--- src/rtl/hazard_control_unit_if.sv ---
// Pipeline-facing bundle of the hazard control unit: ID/EX operand info in,
// stall/squash control and performance counters out.
interface hazard_control_unit_if #(
    parameter int CNT_W = 32
);
    logic [3:0]       rs1_ID;
    logic [3:0]       rs2_ID;
    logic             rs1_used_ID;
    logic             rs2_used_ID;
    logic [3:0]       rd_EX;
    logic             regfile_we_EX;
    logic             is_load_EX;
    logic             invalid_EX;
    logic             branch_taken_EX;
    logic             stall;
    logic             invalid_ID;
    logic             flush_IF;
    logic [CNT_W-1:0] stall_count;
    logic [CNT_W-1:0] flush_count;

    modport master (
        output rs1_ID, rs2_ID, rs1_used_ID, rs2_used_ID,
        output rd_EX, regfile_we_EX, is_load_EX, invalid_EX, branch_taken_EX,
        input  stall, invalid_ID, flush_IF, stall_count, flush_count
    );

    modport slave (
        input  rs1_ID, rs2_ID, rs1_used_ID, rs2_used_ID,
        input  rd_EX, regfile_we_EX, is_load_EX, invalid_EX, branch_taken_EX,
        output stall, invalid_ID, flush_IF, stall_count, flush_count
    );
endinterface

--- src/rtl/hazard_control_unit.sv ---
// RAW-stall and taken-branch flush control for the RV32E pipeline.
// Define FORWARDING_EN to stall only on load-use (ALU results are forwarded).
module hazard_control_unit #(
    parameter int FLUSH_CYCLES = 2,
    parameter int CNT_W        = 32
) (
    input  logic                 clk,
    input  logic                 rst_n,
    hazard_control_unit_if.slave hz
);
    typedef struct packed {
        logic       valid;
        logic [3:0] rd;
        logic       is_load;
    } slot_t;

    typedef enum logic {RUN, FLUSH} state_t;

`ifdef FORWARDING_EN
    localparam int  NCHK      = 2;
    localparam bit  LOAD_ONLY = 1'b1;
`else
    localparam int  NCHK      = 3;
    localparam bit  LOAD_ONLY = 1'b0;
`endif
    localparam logic [2:0] CNT_INIT = 3'(FLUSH_CYCLES - 2);

    slot_t            prod [3];
    slot_t            mem_reg;
    slot_t            wb_reg;
    logic [2:0]       slot_hit;
    logic             hazard;
    state_t           state_reg, state_next;
    logic [2:0]       cnt_reg, cnt_next;
    logic             stall, invalid_id, flush_if, flush_evt;
    logic [CNT_W-1:0] stall_count_reg, flush_count_reg;

    assign prod[0] = '{valid:   hz.regfile_we_EX & ~hz.invalid_EX & (hz.rd_EX != 4'd0),
                       rd:      hz.rd_EX,
                       is_load: hz.is_load_EX};
    assign prod[1] = mem_reg;
    assign prod[2] = wb_reg;

    // Slot gi is only considered when it is still ahead of the forwarding network.
    generate
        for (genvar gi = 0; gi < 3; gi++) begin : g_match
            logic rs1_hit, rs2_hit;
            assign rs1_hit = hz.rs1_used_ID && (hz.rs1_ID != 4'd0) && (hz.rs1_ID == prod[gi].rd);
            assign rs2_hit = hz.rs2_used_ID && (hz.rs2_ID != 4'd0) && (hz.rs2_ID == prod[gi].rd);
            assign slot_hit[gi] = (gi < NCHK) && prod[gi].valid &&
                                  (!LOAD_ONLY || prod[gi].is_load) && (rs1_hit || rs2_hit);
        end
    endgenerate

    assign hazard = |slot_hit;

    always_comb begin
        state_next = state_reg;
        cnt_next   = cnt_reg;
        stall      = 1'b0;
        invalid_id = 1'b0;
        flush_if   = 1'b0;
        flush_evt  = 1'b0;
        if (!rst_n) begin
            invalid_id = 1'b1;
            flush_if   = 1'b1;
            state_next = RUN;
            cnt_next   = 3'd0;
        end else begin
            case (state_reg)
                RUN: begin
                    if (hz.branch_taken_EX && !hz.invalid_EX) begin
                        flush_if   = 1'b1;
                        invalid_id = 1'b1;
                        flush_evt  = 1'b1;
                        if (FLUSH_CYCLES > 1) begin
                            state_next = FLUSH;
                            cnt_next   = CNT_INIT;
                        end
                    end else if (hazard) begin
                        stall = 1'b1;
                    end
                end
                FLUSH: begin
                    invalid_id = 1'b1;
                    if (cnt_reg == 3'd0) begin
                        state_next = RUN;
                    end else begin
                        cnt_next = cnt_reg - 3'd1;
                    end
                end
                default: state_next = RUN;
            endcase
        end
    end

    always_ff @(posedge clk) begin
        if (!rst_n) begin
            state_reg       <= RUN;
            cnt_reg         <= 3'd0;
            mem_reg         <= '0;
            wb_reg          <= '0;
            stall_count_reg <= '0;
            flush_count_reg <= '0;
        end else begin
            state_reg <= state_next;
            cnt_reg   <= cnt_next;
            mem_reg   <= prod[0];
            wb_reg    <= mem_reg;
            if (stall && (stall_count_reg != '1)) begin
                stall_count_reg <= stall_count_reg + CNT_W'(1);
            end
            if (flush_evt && (flush_count_reg != '1)) begin
                flush_count_reg <= flush_count_reg + CNT_W'(1);
            end
        end
    end

    assign hz.stall       = stall;
    assign hz.invalid_ID  = invalid_id;
    assign hz.flush_IF    = flush_if;
    assign hz.stall_count = stall_count_reg;
    assign hz.flush_count = flush_count_reg;
endmodule
--- src/flat_wrapper.sv ---
// flat-port wrapper written by rule: the top's interface ports become plain ports
module hazard_control_unit_flat 
#(
    parameter int FLUSH_CYCLES = 2,
    parameter int CNT_W        = 32
)
  (clk, rst_n, hz_rs1_ID, hz_rs2_ID, hz_rs1_used_ID, hz_rs2_used_ID, hz_rd_EX, hz_regfile_we_EX, hz_is_load_EX, hz_invalid_EX, hz_branch_taken_EX, hz_stall, hz_invalid_ID, hz_flush_IF, hz_stall_count, hz_flush_count);
  hazard_control_unit_if #(.CNT_W(CNT_W)) hz_i ();
  input  logic clk;
  input  logic rst_n;
  input wire logic [$bits(hz_i.rs1_ID)-1:0] hz_rs1_ID;
  input wire logic [$bits(hz_i.rs2_ID)-1:0] hz_rs2_ID;
  input wire logic [$bits(hz_i.rs1_used_ID)-1:0] hz_rs1_used_ID;
  input wire logic [$bits(hz_i.rs2_used_ID)-1:0] hz_rs2_used_ID;
  input wire logic [$bits(hz_i.rd_EX)-1:0] hz_rd_EX;
  input wire logic [$bits(hz_i.regfile_we_EX)-1:0] hz_regfile_we_EX;
  input wire logic [$bits(hz_i.is_load_EX)-1:0] hz_is_load_EX;
  input wire logic [$bits(hz_i.invalid_EX)-1:0] hz_invalid_EX;
  input wire logic [$bits(hz_i.branch_taken_EX)-1:0] hz_branch_taken_EX;
  output wire logic [$bits(hz_i.stall)-1:0] hz_stall;
  output wire logic [$bits(hz_i.invalid_ID)-1:0] hz_invalid_ID;
  output wire logic [$bits(hz_i.flush_IF)-1:0] hz_flush_IF;
  output wire logic [$bits(hz_i.stall_count)-1:0] hz_stall_count;
  output wire logic [$bits(hz_i.flush_count)-1:0] hz_flush_count;
  assign hz_i.rs1_ID = hz_rs1_ID;
  assign hz_i.rs2_ID = hz_rs2_ID;
  assign hz_i.rs1_used_ID = hz_rs1_used_ID;
  assign hz_i.rs2_used_ID = hz_rs2_used_ID;
  assign hz_i.rd_EX = hz_rd_EX;
  assign hz_i.regfile_we_EX = hz_regfile_we_EX;
  assign hz_i.is_load_EX = hz_is_load_EX;
  assign hz_i.invalid_EX = hz_invalid_EX;
  assign hz_i.branch_taken_EX = hz_branch_taken_EX;
  assign hz_stall = hz_i.stall;
  assign hz_invalid_ID = hz_i.invalid_ID;
  assign hz_flush_IF = hz_i.flush_IF;
  assign hz_stall_count = hz_i.stall_count;
  assign hz_flush_count = hz_i.flush_count;
  hazard_control_unit #(.FLUSH_CYCLES(FLUSH_CYCLES), .CNT_W(CNT_W)) u_core (.clk(clk), .rst_n(rst_n), .hz(hz_i));
endmodule
--- config.mk ---
export PLATFORM = sky130hd
export DESIGN_NAME = hazard_control_unit_flat
export DESIGN_NICKNAME = d
export VERILOG_FILES = /design/src/rtl/hazard_control_unit_if.sv /design/src/rtl/hazard_control_unit.sv /design/src/flat_wrapper.sv
export SDC_FILE = /design/constraint.sdc
export NUM_CORES = 1
export LEC_CHECK = 0
export ABC_CLOCK_PERIOD_IN_PS = 3050
export CELL_PAD_IN_SITES_DETAIL_PLACEMENT = 1
export CELL_PAD_IN_SITES_GLOBAL_PLACEMENT = 1
export CORE_MARGIN = 2
export CORE_UTILIZATION = 35
export CTS_CLUSTER_SIZE = 12
export DETAILED_ROUTE_END_ITERATION = 16
export PLACE_DENSITY_LB_ADDON = 0.12
export SLEW_MARGIN = 20
export SYNTH_ARGS = -nofsm -noshare
export SYNTH_HDL_FRONTEND = slang
export SYNTH_SLANG_ARGS = --single-unit
--- constraint.sdc ---
create_clock -name clk -period 3.05 [get_ports clk]
set_clock_uncertainty 0.2 [all_clocks]
set_input_delay 0.61 -clock clk [delete_from_list [all_inputs] [get_ports clk]]
set_output_delay 0.61 -clock clk [all_outputs]
set_load 0.02 [all_outputs]
==> results.toml <==
[run_status]
status = "finished clean"

[timing]
max_slew_margin_pct = 63.9
worst_pin_slew_ps = 542
fmax_mhz = 338
layout_min_cycle_time_ps = 2960
post-route-period-util_pct = 96.9
drv_slew = 0
setup_violations = 0
grt_setup_unrepaired = "false"
finalHoldViolCount = 0

[setup_path]
cp.arrival_ps = 2150
required_ps = 2240
slowest_delay_ps = 510
crit_path_end_kind = "output port"
start_kind = "input port"
worstPathCellList = "dlygate4sd2_1 -> o41a_2 -> buf_4 -> a211oi_4 -> a21o_4 -> inv_4 -> buf_6"
crit_path_max_fanout = 3
crit_path_top_delay_cell = "o41a_2"
cp_top_family = "compound AO/OA/AOI/OAI gates"
path_buf_inv = 4
critical_path_class = "input port to output port"

[global_route]
first_global_vias = 3933
grt_pass1_wl_um = 20000
grt.overflow.total = 0
grt_antenna_before_repair = 0
track_usage_pct = 19.5
grt_max_degree = 52

[clock_network]
cts_tree = "done"
cts_root_buf = "clkbuf_16"
clock-sinks = 78
clkLatencyLatePin_ps = 330
cts_max_path_buffers = 2
ctsHoldBuffers = 0
cts.clk_slew.worst_paths_ps = 50
htreeDepth = 3
cts_buffers = 9

[cells_and_area]
antenna_cells = 0
finalNetCount = 594
fin_cells = 718
area.growth.synth_to_final_pct = 38.2
drive_above_1_share_pct = 12.7

[routing]
drc = 0
via_per_inst = 5.31
drtAntennaViolNets = 0
totalWireLength_um = 11900
drt-initial-drc-count = 122
drtPass1Iterations = 4
vias = 3814
wire_per_inst_um = 16.5

[power_and_ir_drop]
ir_worst_vdd_uv = 255
leakagePower_nw = 2.01
finalPower_mw = 2.34
powerDensity_mw_per_mm2 = 419

[logic_synthesis]
synth_common_cells = "78 x dfxtp_1, 42 x nand2_1, 38 x nor2_1"
synth_top_cell_area_share_pct = 38.7
synth_top_flop_cell = "dfxtp_1"
yosysSeqAreaShare_pct = 38.7
syn_inst = 460
ys_types = 49
synth_area_leaders = "dfxtp_1 39%, xnor2_1 6.5%, xor2_1 4.8%"
ys_ff_latch = 78
synth_edf_count = 0
synth_top_area_cell = "dfxtp_1"
synth.most_common_cell = "dfxtp_1"
yosys_warnings = 0
synth-async-reset-ratio_pct = 0
syn_avg_cell_area_um2 = 8.78
syn-cell-area_mm2 = 0.00404
syn_nets = 484

[place]
hpwl_um = 8230
place.gp.congestion = 0.841
io_buffers = 85
place_inst = 701

[floorplanning]
die-height_um = 111
ios = 87
die-area_mm2 = 0.0124
num_rows = 39
coreArea_mm2 = 0.0113
initial_utilization_pct = 35.7
die_width_um = 111

[worst_hold_path]
hold_class = "flop to flop"

[job]
maxCapViolCount = 0
cells in the final DEF (no fill, tap or decap), types with 19 or more instances in the layout:
master,count
nand2_1,42
nand3_1,23
xor2_1,22
dfxtp_1,78
buf_4,33
nor2_1,38
xnor2_1,30
and3_1,20
clkdlybuf4s50_1,68
nand4_1,24
mux2i_1,19
layer usage:
layer  routed length [um]  track usage, %  vias to the layer above
met5                    0               0                        -
met4                  143            5.51                        0
met3                  460            4.19                        9
met2                 5630            32.2                       73
met1                 5630            25.8                     1872
li1                     -               -                     1860
worst paths after layout:
| check | from | end | slack [ps] | depth (start not counted) |
|---|---|---|---|---|
| max | hz_rs2_ID[2] | hz_stall | 90 | 7 |
| min | u_core.hz.stall_count[18] | u_core.hz.stall_count[18] | 290 | 2 |
| max reg2reg | u_core.mem_reg[3] | u_core.hz.stall_count[23] | 450 | 8 |
| min reg2reg | u_core.hz.stall_count[18] | u_core.hz.stall_count[18] | 290 | 2 |
worst min-delay path: cells and delay by family (launching register included):
| family | cells | cell delay (ps) |
|---|---|---|
| DFF | 1 | 320 |
| and+or+nand+nor | 1 | 60 |
| muxes | 1 | 50 |
final cells by class:
type,count,area (um2)
Clock buffer,14,284
Tap cell,143,179
Fill cell,1316,5740
Timing Repair Buffer,119,1110
Multi-Input combinational cell,355,2380
Inverter,7,28.8
Sequential cell,78,1560
Clock inverter,2,37.5
report_power, final:
part	internal (mW)	switching, mW
clock network	0.724	0.415
logic	0.0754	0.0847
registers	1.03	0.00974
total	1.83	0.509
cell families after synthesis:
logic type	count (synthesis)	synth area share [%]
DFF	78	38.7
AOI/OAI and AO/OA	45	8.21
adders and majority gates	4	1.24
muxes	19	4.71
buffers and inverters	27	3.22
xor gates and xnor gates	52	11.3
and+or+nand+nor	235	32.7
metrics by stage:
stage	utilization, %	setup TNS [ps]	setup slack (ps)	area (um2)	hold WS (ps)
after floorplan	-	0	75.9	4040	244
after global placement	46.0	-3610	-551	5210	250
after detailed placement	46.0	-5200	-607	5210	277
after CTS	48.8	-53.4	-53.4	5530	293
after global routing	49.3	0	29.9	5580	313
final	49.3	0	93.8	5580	286
what timing repair did:
action                                  4_1_cts  5_1_grt
pin swaps                                     5       10
cloned                                        0        0
endpoints found under the setup margin        3        6
setup buffers                                 0        1
gates resized for setup                      15       19
Power figures use the tool's default switching activity.
